[src/rtl/ama_riscv_lsu_ctrl.sv]
// ama_riscv_lsu_ctrl: load/store sequencer between the memory stage and a word-addressed DMEM.
// Misaligned accesses become two word accesses; load words are merged, shifted and extended.
module ama_riscv_lsu_ctrl (
    input  logic        clk_i,
    input  logic        rst_i,
    input  logic        req_valid_i,
    output logic        req_ready_o,
    input  logic        req_we_i,
    input  logic [31:0] req_addr_i,
    input  logic [2:0]  req_width_i,
    input  logic [31:0] req_wdata_i,
    output logic        resp_valid_o,
    output logic [31:0] resp_rdata_o,
    output logic        resp_err_o,
    output logic        dmem_en_o,
    output logic [3:0]  dmem_we_o,
    output logic [29:0] dmem_addr_o,
    output logic [31:0] dmem_wdata_o,
    input  logic [31:0] dmem_rdata_i
);
    typedef enum logic {IDLE, SPLIT} state_t;

    state_t      state_q;
    logic [29:0] wa_q;
    logic [31:0] wdata_q;
    logic [31:0] low_q;
    logic [1:0]  off_q;
    logic [1:0]  size_q;
    logic        uns_q;
    logic        err_q;
    logic        split_q;
    logic        we_q;
    logic        resp_q;

    logic        in_split;
    logic        accept;
    logic        bad;
    logic        split_req;
    logic [1:0]  s_off;
    logic [1:0]  s_size;
    logic [31:0] s_wdata;
    logic        s_we;
    logic [3:0]  mask;
    logic [7:0]  mask_sh;
    logic [63:0] wdata_sh;
    logic [63:0] merged;
    logic [31:0] sel;
    logic [31:0] ext;

    always_comb begin
        in_split    = state_q == SPLIT;
        req_ready_o = !rst_i && !in_split;
        accept      = req_valid_i && req_ready_o;
        bad         = req_width_i[1:0] == 2'd3 || req_width_i == 3'b110;
        split_req   = !bad && ((req_width_i[1:0] == 2'd1 && req_addr_i[1:0] == 2'd3) ||
                               (req_width_i[1:0] == 2'd2 && req_addr_i[1:0] != 2'd0));
        // The SPLIT cycle replays the registered request; the lane math is shared.
        s_off       = in_split ? off_q : req_addr_i[1:0];
        s_size      = in_split ? size_q : req_width_i[1:0];
        s_wdata     = in_split ? wdata_q : req_wdata_i;
        s_we        = in_split ? we_q : req_we_i;
        mask        = s_size == 2'd0 ? 4'b0001 : s_size == 2'd1 ? 4'b0011 : 4'b1111;
        mask_sh     = {4'b0000, mask} << s_off;
        wdata_sh    = {32'h0, s_wdata} << {s_off, 3'b000};
        dmem_en_o   = (accept && !bad) || (in_split && !rst_i);
        dmem_addr_o = in_split ? wa_q + 30'd1 : req_addr_i[31:2];
        dmem_we_o   = !dmem_en_o || !s_we ? 4'b0000 : in_split ? mask_sh[7:4] : mask_sh[3:0];
        dmem_wdata_o = !dmem_en_o ? 32'h0 : in_split ? wdata_sh[63:32] : wdata_sh[31:0];
        merged      = {split_q ? dmem_rdata_i : 32'h0, split_q ? low_q : dmem_rdata_i};
        sel         = 32'(merged >> {off_q, 3'b000});
        ext         = size_q == 2'd0 ? {{24{sel[7] & ~uns_q}}, sel[7:0]} :
                      size_q == 2'd1 ? {{16{sel[15] & ~uns_q}}, sel[15:0]} : sel;
        resp_valid_o = resp_q && !rst_i;
        resp_err_o  = resp_valid_o && err_q;
        resp_rdata_o = resp_valid_o && !err_q ? ext : 32'h0;
    end

    always_ff @(posedge clk_i) begin
        if (rst_i) begin
            state_q <= IDLE;
            resp_q  <= 1'b0;
            low_q   <= 32'h0;
            wa_q    <= 30'h0;
            wdata_q <= 32'h0;
            off_q   <= 2'd0;
            size_q  <= 2'd0;
            uns_q   <= 1'b0;
            err_q   <= 1'b0;
            split_q <= 1'b0;
            we_q    <= 1'b0;
        end else if (in_split) begin
            state_q <= IDLE;
            resp_q  <= !we_q;
            low_q   <= dmem_rdata_i;
        end else begin
            resp_q <= accept && !req_we_i && !split_req;
            if (accept) begin
                state_q <= split_req ? SPLIT : IDLE;
                wa_q    <= req_addr_i[31:2];
                wdata_q <= req_wdata_i;
                off_q   <= req_addr_i[1:0];
                size_q  <= req_width_i[1:0];
                uns_q   <= req_width_i[2];
                err_q   <= bad;
                split_q <= split_req;
                we_q    <= req_we_i;
            end
        end
    end
endmodule

[config.mk]
export PLATFORM = sky130hd
export DESIGN_NAME = ama_riscv_lsu_ctrl
export DESIGN_NICKNAME = d
export VERILOG_FILES = /design/src/rtl/ama_riscv_lsu_ctrl.sv
export SDC_FILE = /design/constraint.sdc
export NUM_CORES = 1
export LEC_CHECK = 0
export BUFFER_PORTS_ARGS = -buffer_cell sky130_fd_sc_hd__buf_2
export CORE_MARGIN = 4
export CORE_UTILIZATION = 35
export DETAILED_ROUTE_END_ITERATION = 12
export GPL_TIMING_DRIVEN = 0
export HOLD_SLACK_MARGIN = 0.12
export SETUP_SLACK_MARGIN = 0.4
export SKIP_LAST_GASP = 1
export SLEW_MARGIN = 20
export SYNTH_ARGS = -nofsm -noshare
export SYNTH_HDL_FRONTEND = slang
export SYNTH_SLANG_ARGS = --single-unit
[constraint.sdc]
create_clock -name clk_i -period 1.8 [get_ports clk_i]
set_input_delay 0.09 -clock clk_i [delete_from_list [all_inputs] [get_ports clk_i]]
set_output_delay 0.09 -clock clk_i [all_outputs]
set_load 0.005 [all_outputs]
# Yosys cells after proc, flatten, opt, wreduce, memory -nomap -nowiden
# Cells that the tools add are included.
# totals
register_bits,104
wordCells,75
out_inout_bits,102
# op_classes
n_reduce_logical,30
add_sub_neg,1
muxes,18
eq_ne,7
bitwise_logic,5
shifts,3
# op_table
operator,n
$mux 32,8
$shl 32x5->64,1
$shr 64x5->32,1
$add 30x1->30 const B,1
$mux 30,1
$mux 4,4
$logic_and 1x1->1,12
$logic_not 1->1,9
$shl 4x2->8,1
$eq 2x1->1 const B,3
$eq 2x2->1 const B,3
$logic_not 2->1,2
$logic_or 1x1->1,4
$mux 2,2
$eq 3x3->1 const B,1
$mux 1,3
$not 1->1,3
$reduce_or 3->1,1
$and 1x1->1,2
$reduce_and 2->1,1
$reduce_bool 2->1,1

# Depth between registers and ports, before layout
# depth
depth_word,8
ltp_mapped,8
depth_no_buf,5

# Least setup slack after synthesis
# No wires, ideal clock.
# synth_timing
path_kind,reg2out
startpoint,register split_q
endpoint,output resp_rdata_o[21]
stages_incl_launch_ff,7
slack_ps,-55
path_buffers,2
arrival_time_ps,1765
required_time_ps,1710
path_cell_list,dfxtp_1 -> buf_2 -> mux2i_1 -> a22oi_1 -> a311oi_1 -> buf_2 -> a211oi_1
# synth_via
elab_chain_len,6
elab_cells_between_ends,8
# synth_rtl
element,line,text
start: declaration,31,logic split_q;
start signal: assignment,105,split_q <= split_req;
$mux 32,69,"merged = {split_q ? dmem_rdata_i : 32'h0, split_q ? low_q : dmem_rdata_i};"
$shr 64x5->32 *,70,"sel = 32'(merged >> {off_q, 3'b000});"
$and 1x1->1,72,"size_q == 2'd1 ? {{16{sel[15] & ~uns_q}}, sel[15:0]} : sel;"
$mux 32,72,
$mux 32 *,71,"ext = size_q == 2'd0 ? {{24{sel[7] & ~uns_q}}, sel[7:0]} :"
$mux 32 *,75,resp_rdata_o = resp_valid_o && !err_q ? ext : 32'h0;
end: declaration,13,"output logic [31:0] resp_rdata_o,"
# Every way passes the cells marked *; elsewhere a longest branch is shown, timed or not.

# Worst setup path after layout
# layout_timing
startpoint,register wa_q[13]
endpoint,output dmem_addr_o[16]
# layout_via
elab_chain_len,2
# layout_rtl
element,line,text
start: declaration,24,logic [29:0] wa_q;
start signal: assignment,99,wa_q <= req_addr_i[31:2];
$add 30x1->30,66,dmem_addr_o = in_split ? wa_q + 30'd1 : req_addr_i[31:2];
$mux 30,66,
end: declaration,17,"output logic [29:0] dmem_addr_o,"
# No other way between the ends.

==> impl_metrics.csv <==
group,metric,value,unit
status,status,"finished with violations",
status,violations,"negative setup slack",
yosys,synth_area,7840,um^2
power,irDropWorstVdd,0.0004458,V
place,dpl.hpwl,24780,um
floorplan,floorplan.initialDensity,35.70,%
drt,ant_nets,0,
setup_path,crit_arrival,2360,ps
power,seqPwrFrac,33.5,%
yosys,syn_inst,1028,
clock_tree,clk-insertion-delay-late,370,ps
clock_tree,clk_pin_slew,70,ps
power,p_sw,2.652,mW
timing,finalHoldViolCount,0,
grt,grt_max_degree,18,
timing,min_period,2447,ps
timing,slew_headroom,58.86,%
timing,rsz0062_at_grt,"true",
worst_hold_path,hold_class,"input port to flop",
yosys,dominantRegCellSynth,"dfxtp_1",
yosys,synth_async_sr_flop_share,0,%
place,place_congestion,0.9264,
yosys,synth_common_cells,"nand2_1 (124), dfxtp_1 (102), mux2i_1 (98)",
power,comb_power_share,38.8,%
timing,hold_ws,214.0,ps
power,p_int,4.926,mW
drt,wirelength,46140,um
yosys,synth_area_leaders,"dfxtp_1 (26%), mux2i_1 (13%), nand2_1 (5.9%), nand2b_1 (5.6%), o21ai_0 (4.5%)",
yosys,yosysSeqAreaShare,26.05,%
floorplan,rows,54,
clock_tree,cts_tree,"done",
yosys,syn_avg_cell_area,7.626,um^2
yosys,synth_cell_types,58,
drt,wl_per_cell,26.02,um
power,power_density,513.3,nW/um^2
floorplan,dieArea,24860,um^2
timing,setup_viol_count_final,151,
floorplan,die_w,157.7,um
timing,finalSetupTns,-44410,ps
place,port-buffer-count,203,
finish,final_cell_area,14760,um^2
finish,area_growth,88.30,%
clock_tree,numCtsBuffers,9,
flow_run,drv_cap,0,
drt,initialDrtViolationCount,1545,
clock_tree,htreeDepth,3,
floorplan,die_y,157.7,um
power,switching_share,34.99,%
floorplan,coreArea,21960,um^2
yosys,yosys_warnings,0,
timing,worst_slack,-647.4,ps
timing,clock-skew-final,11.01,ps
timing,slew_violations,0,
finish,seqCellArea,2108,um^2
yosys,synth_seq_cells,102,
finish,finalNetCount,1590,
place,place_area,9774,um^2
timing,finalCritPeriodShare,136.0,%
floorplan,io_pins,205,
finish,multi_input_area,6828,um^2
timing,max_freq,0.4086,GHz
grt,grt.overflow.total,0,
power,p_leak,5.920,nW
clock_tree,root_buffer,"clkbuf_16",
power,clock_power_share,27.7,%
clock_tree,clock_sinks,102,
grt,grt_pass1_vias,10250,
yosys,synth-edff-count,0,
drt,drtPass1Iterations,6,
grt,grt_pass1_wl,59020,um
grt,grtUsageTotal,30.47,%
yosys,netlist.area_leader.share,26.05,%
drt,drc,0,
drt,vias,11510,
drt,viasPerCell,6.492,
finish,fill_cells,1529,
yosys,synthesis.nets,1132,
setup_path,path_class,"flop to primary output",
grt,antenna_found_initial,1,
setup_path,crit_required,1710,ps
place,place_ws,-613.7,ps
yosys,yosysMostFrequentCell,"nand2_1",
timing,tightest_slew,617.1,ps
setup_path,setup.worst_path.end_class,"primary output",
setup_path,cp-start-kind,"flop",
finish,drive_above_1_share,50.70,%
yosys,synth_top_cell_by_area,"dfxtp_1",
setup_path,critPathMaxFanout,5,
clock_tree,cts.path.max_buffers,2,
## cell families after synthesis
| kind of cell | share of synthesized area (%) |
|---|---|
| buffers and inverters | 5.410 |
| flip-flops | 26.05 |
| adder cells (fa/ha/maj) | 0.1596 |
| multiplexers | 18.26 |
| XOR/XNOR | 1.229 |
| AO/OA/AOI/OAI | 22.69 |
| AND/OR/NAND/NOR | 26.21 |
## area by class of cell
type                    count  area share, %
flip-flops and latches    102          14.28
repair buffers            447          25.91
plain buffers              94          8.908
well taps                 280          2.373
inverters                   9         0.2288
clock buffers               9          1.526
clock inverters             7         0.4916
diodes                      2        0.03390
multi-input cells         823          46.25
## critical path, stage by stage, from the launching register on
cell and delay [ps]:
dfxtp_4 380, nand4_1 160, or4_4 630, buf_6 160, or3_1 320, a31oi_1 190
buf_2 140
## cells in the final DEF, fill, tap and decap left out, drive strengths merged, types with 8 or more instances in the layout
cell type / n
buf: 389
nand2: 124
dfxtp: 102
mux2i: 98
dlygate4sd3: 97
nor2: 93
o21ai: 71
nand2b: 70
clkbuf: 63
a21oi: 43
a211oi: 39
nand3: 27
mux2: 26
o31ai: 21
a31oi: 21
and2: 15
nor2b: 14
a22oi: 13
or4: 13
o211ai: 12
nand4: 11
inv: 10
a211o: 8
## per-stage QoR
stage | utilization [%] | std cells | total power [mW]
2_1_floorplan | - | 1028 | 3.596
3_3_place_gp | 44.51 | 1511 | 4.231
3_5_place_dp | 44.51 | 1511 | 4.241
4_1_cts | 59.26 | 1710 | 6.926
5_1_grt | 67.21 | 1771 | 7.735
6_report | 67.23 | 1773 | 7.577
## flip-flops by register name (all words and copies together) (netlist names)
name	flops
low_q	32
wa_q	30
wdata_q	30
off_q	2
size_q	2
err_q	1
in_split	1
resp_q	1
split_q	1
uns_q	1
we_q	1
## power by group through the flow
stage | combinational, mW | clock (mW) | sequential, mW
3_3_place_gp | 1.66 | 0 | 2.57
4_1_cts | 2.33 | 2.09 | 2.51
5_1_grt | 3.02 | 2.16 | 2.55
3_5_place_dp | 1.67 | 0 | 2.57
2_1_floorplan | 1.07 | 0 | 2.53
6_report | 2.94 | 2.10 | 2.54
## layer usage
metal  vias to the layer above  global-route usage [%]  share of wire, %
met1                      5423                   40.77                37
met4                         2                   12.17               7.6
met3                       325                   7.080                12
met2                      1087                   47.49                43
met5                         -                       0             0.028
li1                       4674                       -                 -
## what timing repair did
item	in CTS	in global routing
buffers inserted	70	47
pin swaps	55	106
hold endpoints to repair	98	1
endpoints found under the setup margin	203	201
gates cloned	17	13
gates resized for setup	272	327
hold buffers	96	1
## path summary, 6_finish.rpt
| path | from | end | slack [ps] | cells after the start |
|---|---|---|---|---|
| setup / recovery | wa_q[13] | dmem_addr_o[16] | -650 | 6 |
| hold / removal | req_we_i | resp_q | 210 | 4 |
| setup reg to reg | in_split | wdata_q[1] | -200 | 14 |
| hold reg to reg | wdata_q[11] | wdata_q[11] | 490 | 2 |
Note: power is estimated with default switching activity, not from simulation.
